**src/rtl/cpu_control_fsm.sv**
```systemverilog
// rtl/cpu_control_fsm.sv - multi-cycle fetch/decode/execute controller for the 16-bit datapath
module cpu_control_fsm #(
    parameter int DATA_W   = 16,
    parameter int SEL_W    = 5,
    parameter int ALU_OP_W = 8
) (
    input  logic                clk,
    input  logic                reset,
    input  logic                start,
    input  logic [DATA_W-1:0]   instr,
    input  logic                mem_ready,
    output logic                mem_rd,
    output logic                mem_we,
    output logic                addr_sel,
    output logic [DATA_W-1:0]   immediate,
    output logic [15:0]         enable,
    output logic [ALU_OP_W-1:0] opcode,
    output logic [SEL_W-1:0]    control1,
    output logic [SEL_W-1:0]    control2,
    output logic                imm_control,
    output logic                buff_en,
    output logic                en_pc,
    output logic                pc_mux_en,
    output logic                halted,
    output logic                illegal
);

    typedef enum logic [2:0] {
        S_IDLE   = 3'd0,
        S_FETCH  = 3'd1,
        S_DECODE = 3'd2,
        S_EXEC   = 3'd3,
        S_MEM    = 3'd4,
        S_HALT   = 3'd5
    } state_t;

    localparam logic [3:0] OP_RTYPE = 4'h0;
    localparam logic [3:0] OP_MEM   = 4'h4;
    localparam logic [3:0] OP_BR    = 4'hC;
    localparam logic [3:0] OP_HALT  = 4'hF;
    localparam logic [3:0] EXT_LOAD = 4'h0;
    localparam logic [3:0] EXT_STOR = 4'h4;

    state_t            state, state_next;
    logic [DATA_W-1:0] ir;

    logic [3:0]        op, rdst, ext, rsrc;
    logic [DATA_W-1:0] sext8;
    logic [15:0]       rdst_onehot;
    logic              legal;

    // Same code set serves as R-type ext field and immediate-form opcode.
    function automatic logic is_alu_code(input logic [3:0] v);
        return (v == 4'h5) || (v == 4'h9) || (v == 4'h1) ||
               (v == 4'h2) || (v == 4'h3) || (v == 4'hD);
    endfunction

    assign op          = ir[15:12];
    assign rdst        = ir[11:8];
    assign ext         = ir[7:4];
    assign rsrc        = ir[3:0];
    assign sext8       = {{(DATA_W-8){ir[7]}}, ir[7:0]};
    assign rdst_onehot = 16'h0001 << rdst;

    assign legal = ((op == OP_RTYPE) && is_alu_code(ext)) ||
                   is_alu_code(op) ||
                   (op == OP_BR) ||
                   ((op == OP_MEM) && ((ext == EXT_LOAD) || (ext == EXT_STOR))) ||
                   (op == OP_HALT);

    always_ff @(posedge clk or negedge reset) begin
        if (!reset) begin
            state <= S_IDLE;
            ir    <= '0;
        end else begin
            state <= state_next;
            if ((state == S_FETCH) && mem_ready)
                ir <= instr;
        end
    end

    always_comb begin
        state_next  = state;
        mem_rd      = 1'b0;
        mem_we      = 1'b0;
        addr_sel    = 1'b0;
        immediate   = '0;
        enable      = '0;
        opcode      = '0;
        control1    = '0;
        control2    = '0;
        imm_control = 1'b0;
        buff_en     = 1'b0;
        en_pc       = 1'b0;
        pc_mux_en   = 1'b0;
        halted      = 1'b0;
        illegal     = 1'b0;

        unique case (state)
            S_IDLE: begin
                if (start)
                    state_next = S_FETCH;
            end
            S_FETCH: begin
                mem_rd = 1'b1;
                if (mem_ready)
                    state_next = S_DECODE;
            end
            S_DECODE: begin
                // PC advances for every instruction, so branches are relative to PC+1.
                en_pc = 1'b1;
                if (op == OP_HALT)
                    state_next = S_HALT;
                else if (!legal) begin
                    illegal    = 1'b1;
                    state_next = S_FETCH;
                end else if (op == OP_MEM)
                    state_next = S_MEM;
                else
                    state_next = S_EXEC;
            end
            S_EXEC: begin
                state_next = S_FETCH;
                if (op == OP_BR) begin
                    en_pc     = 1'b1;
                    pc_mux_en = 1'b1;
                    immediate = sext8;
                end else if (op == OP_RTYPE) begin
                    opcode   = {{(ALU_OP_W-4){1'b0}}, ext};
                    control1 = {{(SEL_W-4){1'b0}}, rdst};
                    control2 = {{(SEL_W-4){1'b0}}, rsrc};
                    buff_en  = 1'b1;
                    enable   = rdst_onehot;
                end else begin
                    opcode      = {{(ALU_OP_W-4){1'b0}}, op};
                    control1    = {{(SEL_W-4){1'b0}}, rdst};
                    imm_control = 1'b1;
                    immediate   = sext8;
                    buff_en     = 1'b1;
                    enable      = rdst_onehot;
                end
            end
            S_MEM: begin
                addr_sel = 1'b1;
                if (ext == EXT_STOR) begin
                    mem_we   = 1'b1;
                    control1 = {{(SEL_W-4){1'b0}}, rdst};
                    control2 = {{(SEL_W-4){1'b0}}, rsrc};
                end else begin
                    // Load data only reaches the bus in the completing cycle.
                    mem_rd   = 1'b1;
                    control1 = {{(SEL_W-4){1'b0}}, rsrc};
                    if (mem_ready)
                        enable = rdst_onehot;
                end
                if (mem_ready)
                    state_next = S_FETCH;
            end
            S_HALT: begin
                halted = 1'b1;
            end
            default: begin
                state_next = S_IDLE;
            end
        endcase
    end

endmodule
```
**config.mk**
```make
export PLATFORM = sky130hd
export DESIGN_NAME = cpu_control_fsm
export DESIGN_NICKNAME = d
export VERILOG_FILES = /design/src/rtl/cpu_control_fsm.sv
export SDC_FILE = /design/constraint.sdc
export NUM_CORES = 1
export LEC_CHECK = 0
export BUFFER_PORTS_ARGS = -buffer_cell sky130_fd_sc_hd__buf_2
export CAP_MARGIN = 20
export CORE_MARGIN = 5
export CORE_UTILIZATION = 49
export CTS_CLUSTER_DIAMETER = 60
export DETAILED_ROUTE_END_ITERATION = 16
export PLACE_DENSITY = 0.86
export SLEW_MARGIN = 20
export SYNTH_ARGS = -nofsm -noshare
export SYNTH_HDL_FRONTEND = slang
export SYNTH_SLANG_ARGS = --single-unit
```
**constraint.sdc**
```tcl
create_clock -name clk -period 3 [get_ports clk]
set_input_delay 0.3 -clock clk [delete_from_list [all_inputs] [get_ports clk]]
set_output_delay 0.3 -clock clk [all_outputs]
set_load 0.05 [all_outputs]
```
==> report_table.html <==
<table>
<tr><th>Metric</th><th>Value</th></tr>
<tr><th colspan="2">Place</th></tr>
<tr><td>Quantity of I/O buffers inserted on ports</td><td>72</td></tr>
<tr><td>Instance area after placement</td><td>1810 um^2</td></tr>
<tr><td>DP Cell Count</td><td>248</td></tr>
<tr><td>Routability congestion estimate</td><td>~0.85</td></tr>
<tr><td>Post-DP HPWL</td><td>2.854 mm</td></tr>
<tr><td>Setup Slack @ Placement</td><td>about 0.63 ns</td></tr>
<tr><th colspan="2">Cells and area</th></tr>
<tr><td>Number of nets at the end of the flow</td><td>roughly 240</td></tr>
<tr><td>Diodes inserted</td><td>0</td></tr>
<tr><td>Fraction of final layout cells with drive strength greater than 1</td><td>0.4864</td></tr>
<tr><td>Total non-filler cell area in the finished layout</td><td>1847 um^2</td></tr>
<tr><td>Synth-to-layout area growth</td><td>21.88%</td></tr>
<tr><td>Area of the multi-input gates</td><td>about 900 um^2</td></tr>
<tr><td>Leading cell type in the layout, fill and taps excluded</td><td>sky130_fd_sc_hd__buf_2</td></tr>
<tr><td>Flip-flop and latch area</td><td>475.5 um^2</td></tr>
<tr><td>FILL cells</td><td>253</td></tr>
<tr><td>Post-route core utilization</td><td>0.6150</td></tr>
<tr><td>Finished Layout Cells</td><td>253</td></tr>
<tr><td>Most frequent cells in the layout</td><td>sky130_fd_sc_hd__buf_2 (72), sky130_fd_sc_hd__dfrtp_1 (19), sky130_fd_sc_hd__mux2_2 (14)</td></tr>
<tr><th colspan="2">Synth</th></tr>
<tr><td>Count of flip-flops with a built-in enable after synthesis</td><td>0</td></tr>
<tr><td>Count of mapped cells out of synthesis</td><td>167</td></tr>
<tr><td>Syn Area/Cell</td><td>a little over 9 um^2</td></tr>
<tr><td>Async set-or-reset flop fraction in the synthesized netlist</td><td>1.000</td></tr>
<tr><td>Count of distinct cell types in the synthesized netlist</td><td>49</td></tr>
<tr><td>Cell Area, Synth</td><td>1515 um^2</td></tr>
<tr><td>Yosys warns</td><td>0</td></tr>
<tr><td>Top flip-flop cell by instance count after synthesis</td><td>sky130_fd_sc_hd__dfrtp_1</td></tr>
<tr><td>Sequential-to-total area share from yosys stat</td><td>0.3138</td></tr>
<tr><td>Yosys reg bits</td><td>19</td></tr>
<tr><th colspan="2">Global route</th></tr>
<tr><td>GRT Total Usage</td><td>0.1732</td></tr>
<tr><td>Maximum number of pins on one net before global-route repair</td><td>20</td></tr>
<tr><td>Number of global-route vias before repair</td><td>~1,300</td></tr>
<tr><td>Initial antenna violation count</td><td>0</td></tr>
<tr><td>First-pass GRT wire length</td><td>just under 6 mm</td></tr>
<tr><td>Total global routing overflow</td><td>0</td></tr>
<tr><th colspan="2">Setup path</th></tr>
<tr><td>Element type at the critical path start</td><td>flop</td></tr>
<tr><td>Delay of the slowest cell on the worst path</td><td>0.56 ns</td></tr>
<tr><td>Max stage delay cell, worst path</td><td>sky130_fd_sc_hd__or3b_2</td></tr>
<tr><td>Worst EP required</td><td>roughly 2.7 ns</td></tr>
<tr><td>Critical R2R Launch</td><td>state[1]$_DFFE_PN0P_</td></tr>
<tr><td>Register-to-register setup slack</td><td>1.39 ns</td></tr>
<tr><td>Worst Setup End Kind</td><td>primary output</td></tr>
<tr><td>Type of the setup path with the least slack</td><td>flop to primary output</td></tr>
<tr><td>First element of the critical path</td><td>state[1]$_DFFE_PN0P_</td></tr>
<tr><td>Data arrival at the endpoint of the critical path</td><td>2.41 ns</td></tr>
<tr><td>CP cell instances</td><td>or3b_2 &gt; inv_1 &gt; a32oi_4 &gt; nor4_1 &gt; buf_2</td></tr>
<tr><td>Highest net fanout along the worst path</td><td>16</td></tr>
<tr><th colspan="2">Timing</th></tr>
<tr><td>Setup repair after global routing missed its margin</td><td>no</td></tr>
<tr><td>Final clock skew</td><td>between 0.005 and 0.006 ns</td></tr>
<tr><td>Final-report setup violation count</td><td>0</td></tr>
<tr><td>Transition at the pin with the smallest max-transition slack</td><td>0.6156 ns</td></tr>
<tr><td>Final clock period utilization by the worst path</td><td>0.9036</td></tr>
<tr><td>Worst path setup slack after routing</td><td>0.2893 ns</td></tr>
<tr><td>Max-Slew Margin vs Limit</td><td>0.5896</td></tr>
<tr><td>Number of hold-slack violations in the final timing report</td><td>0</td></tr>
<tr><td>Post-layout min period</td><td>roughly 2.7 ns</td></tr>
<tr><td>Final count of pins violating max slew</td><td>0</td></tr>
<tr><td>Max Clock Freq</td><td>368.9 MHz</td></tr>
<tr><th colspan="2">Floorplan</th></tr>
<tr><td>Die Area</td><td>between 4000 and 5000 um^2</td></tr>
<tr><td>Width of the chip</td><td>65.61 um</td></tr>
<tr><td>Core Rows</td><td>20</td></tr>
<tr><td>Std-Cell Core Area</td><td>3003 um^2</td></tr>
<tr><td>Die Ht</td><td>~66 um</td></tr>
<tr><td>Effective utilization at floorplan</td><td>0.5046</td></tr>
<tr><td>I/O pin cnt</td><td>79</td></tr>
<tr><th colspan="2">Worst hold path</th></tr>
<tr><td>Startpoint of the lowest-slack hold path</td><td>instr[13]</td></tr>
<tr><td>Hold/Removal Path Class</td><td>input pin to flop</td></tr>
<tr><th colspan="2">Pwr</th></tr>
<tr><td>Static leakage power</td><td>0.9570 nW</td></tr>
<tr><td>Maximum VDD drop</td><td>614.0 uV</td></tr>
<tr><td>Power per cell area</td><td>1091 nW/um^2</td></tr>
<tr><td>Design Power</td><td>0.002015 W</td></tr>
<tr><th colspan="2">Routing</th></tr>
<tr><td>Antenna-violating nets left</td><td>0</td></tr>
<tr><td>Total Routed Length</td><td>3.675 mm</td></tr>
<tr><td>DR pass1 iterations</td><td>4</td></tr>
<tr><td>Vias</td><td>1,407</td></tr>
<tr><td>Average via count per standard cell</td><td>5.561</td></tr>
<tr><td>Average routed wire per standard cell</td><td>~15 um</td></tr>
<tr><td>DRT iter0 DRCs</td><td>54</td></tr>
<tr><td>Total DRC errors in the routed layout</td><td>0</td></tr>
<tr><th colspan="2">Clock tree</th></tr>
<tr><td>Number of buffers created by CTS</td><td>3</td></tr>
<tr><td>Cells resized by post-CTS repair</td><td>0</td></tr>
<tr><td>Clock tree sinks</td><td>19</td></tr>
<tr><td>Htree depth</td><td>1</td></tr>
<tr><td>Root Buffer</td><td>sky130_fd_sc_hd__clkbuf_4</td></tr>
<tr><td>Clock latency on the worst-skew pair</td><td>0.29 ns</td></tr>
<tr><td>CTS clk-pin slew, worst paths</td><td>0.11 ns</td></tr>
<tr><td>Clock tree from TritonCTS</td><td>yes</td></tr>
<tr><td>Buffers from clock root to sink, at most</td><td>2</td></tr>
<tr><th colspan="2">Flow run</th></tr>
<tr><td>Max-capacitance violation count</td><td>0</td></tr>
<tr><th colspan="2">Status</th></tr>
<tr><td>Result of the run</td><td>finished, final reports clean</td></tr>
</table>
==> routing by layer <==
metal,global-route usage,up-vias,share of wire
li1,-,702,-
met1,0.2259,640,0.46
met2,0.2933,59,0.46
met3,0.02906,6,0.066
met4,0.04922,0,0.013
met5,0,-,0
==> through the flow <==
stage,setup TNS (ns),hold WS [ns]
floorplan,-1.566,0.004409
global placement,0,0.2637
detailed placement,0,0.2633
CTS,0,0.2016
global route,0,0.2048
finish,0,0.1982
==> what timing repair did <==
action,4_1_cts,5_1_grt
hold buffers,1,0
endpoints found under the setup margin,0,0
buffers inserted,0,0
hold endpoints to repair,19,0
==> logic make-up (layout without fill, tap and decap cells) <==
family	count (synthesis)	count (layout)	synth area share
AO/OA/AOI/OAI	27	27	0.1420
adder cells (fa/ha/maj)	1	1	0.006606
other	1	6	0.002475
AND/OR/NAND/NOR	69	69	0.2849
flip-flops	19	19	0.3138
buffers and inverters	36	84	0.1462
multiplexers	14	14	0.1040
==> where the power goes <==
part	leakage, nW	total, W	internal, W	switching (W)
logic	0.715	0.00127	0.000406	0.000865
registers	0.227	0.000615	0.000379	0.000236
clock network	0.0150	0.000129	0.0000517	0.0000773
total	0.957	0.00202	0.000837	0.00118
==> cell usage after synthesis, drive strengths merged (4+ instances only) <==
| library cell | instances | area (um^2) |
|---|---|---|
| buf | 23 | 163.9 |
| dfrtp | 19 | 475.5 |
| mux2 | 14 | 157.7 |
| and3 | 9 | 57.56 |
| nor2 | 9 | 33.78 |
| nor3 | 8 | 40.04 |
| nor4 | 7 | 43.79 |
| and2 | 6 | 38.79 |
| clkbuf | 6 | 25.02 |
| inv | 6 | 22.52 |
| nor2b | 6 | 37.54 |
| a21oi | 5 | 25.02 |
| nor3b | 5 | 37.54 |
| a22o | 4 | 35.03 |
| nand2 | 4 | 15.01 |
==> sequential cells by signal, summed over array words and instances (netlist names) <==
| signal | cells |
|---|---|
| ir | 16 |
| state | 3 |
==> final cells by class <==
| class | instances | area share |
|---|---|---|
| Multi-Input combinational cell | 117 | 0.4892 |
| Sequential cell | 19 | 0.2575 |
| Timing Repair Buffer | 74 | 0.2046 |
| Tap cell | 33 | 0.02236 |
| Clock buffer | 4 | 0.01423 |
| Inverter | 6 | 0.01220 |
==> worst max-delay path: cells and delay by family, from the launching register on <==
family,cells,cell delay (ns)
and+or+nand+nor,2,0.87
AOI/OAI and AO/OA,1,0.26
DFF,1,0.52
buffers and inverters,2,0.45
==> worst paths after layout <==
kind                                       to  depth (start not counted)
hold reg to reg             ir[1]$_DFFE_PN0P_                          1
hold / removal             ir[13]$_DFFE_PN0P_                          3
min in group asynchronous  ir[15]$_DFFE_PN0P_                          2
setup reg to reg           ir[11]$_DFFE_PN0P_                          3
max in group asynchronous   ir[0]$_DFFE_PN0P_                          2
setup / recovery                    enable[4]                          5
Power figures use the tool's default switching activity.
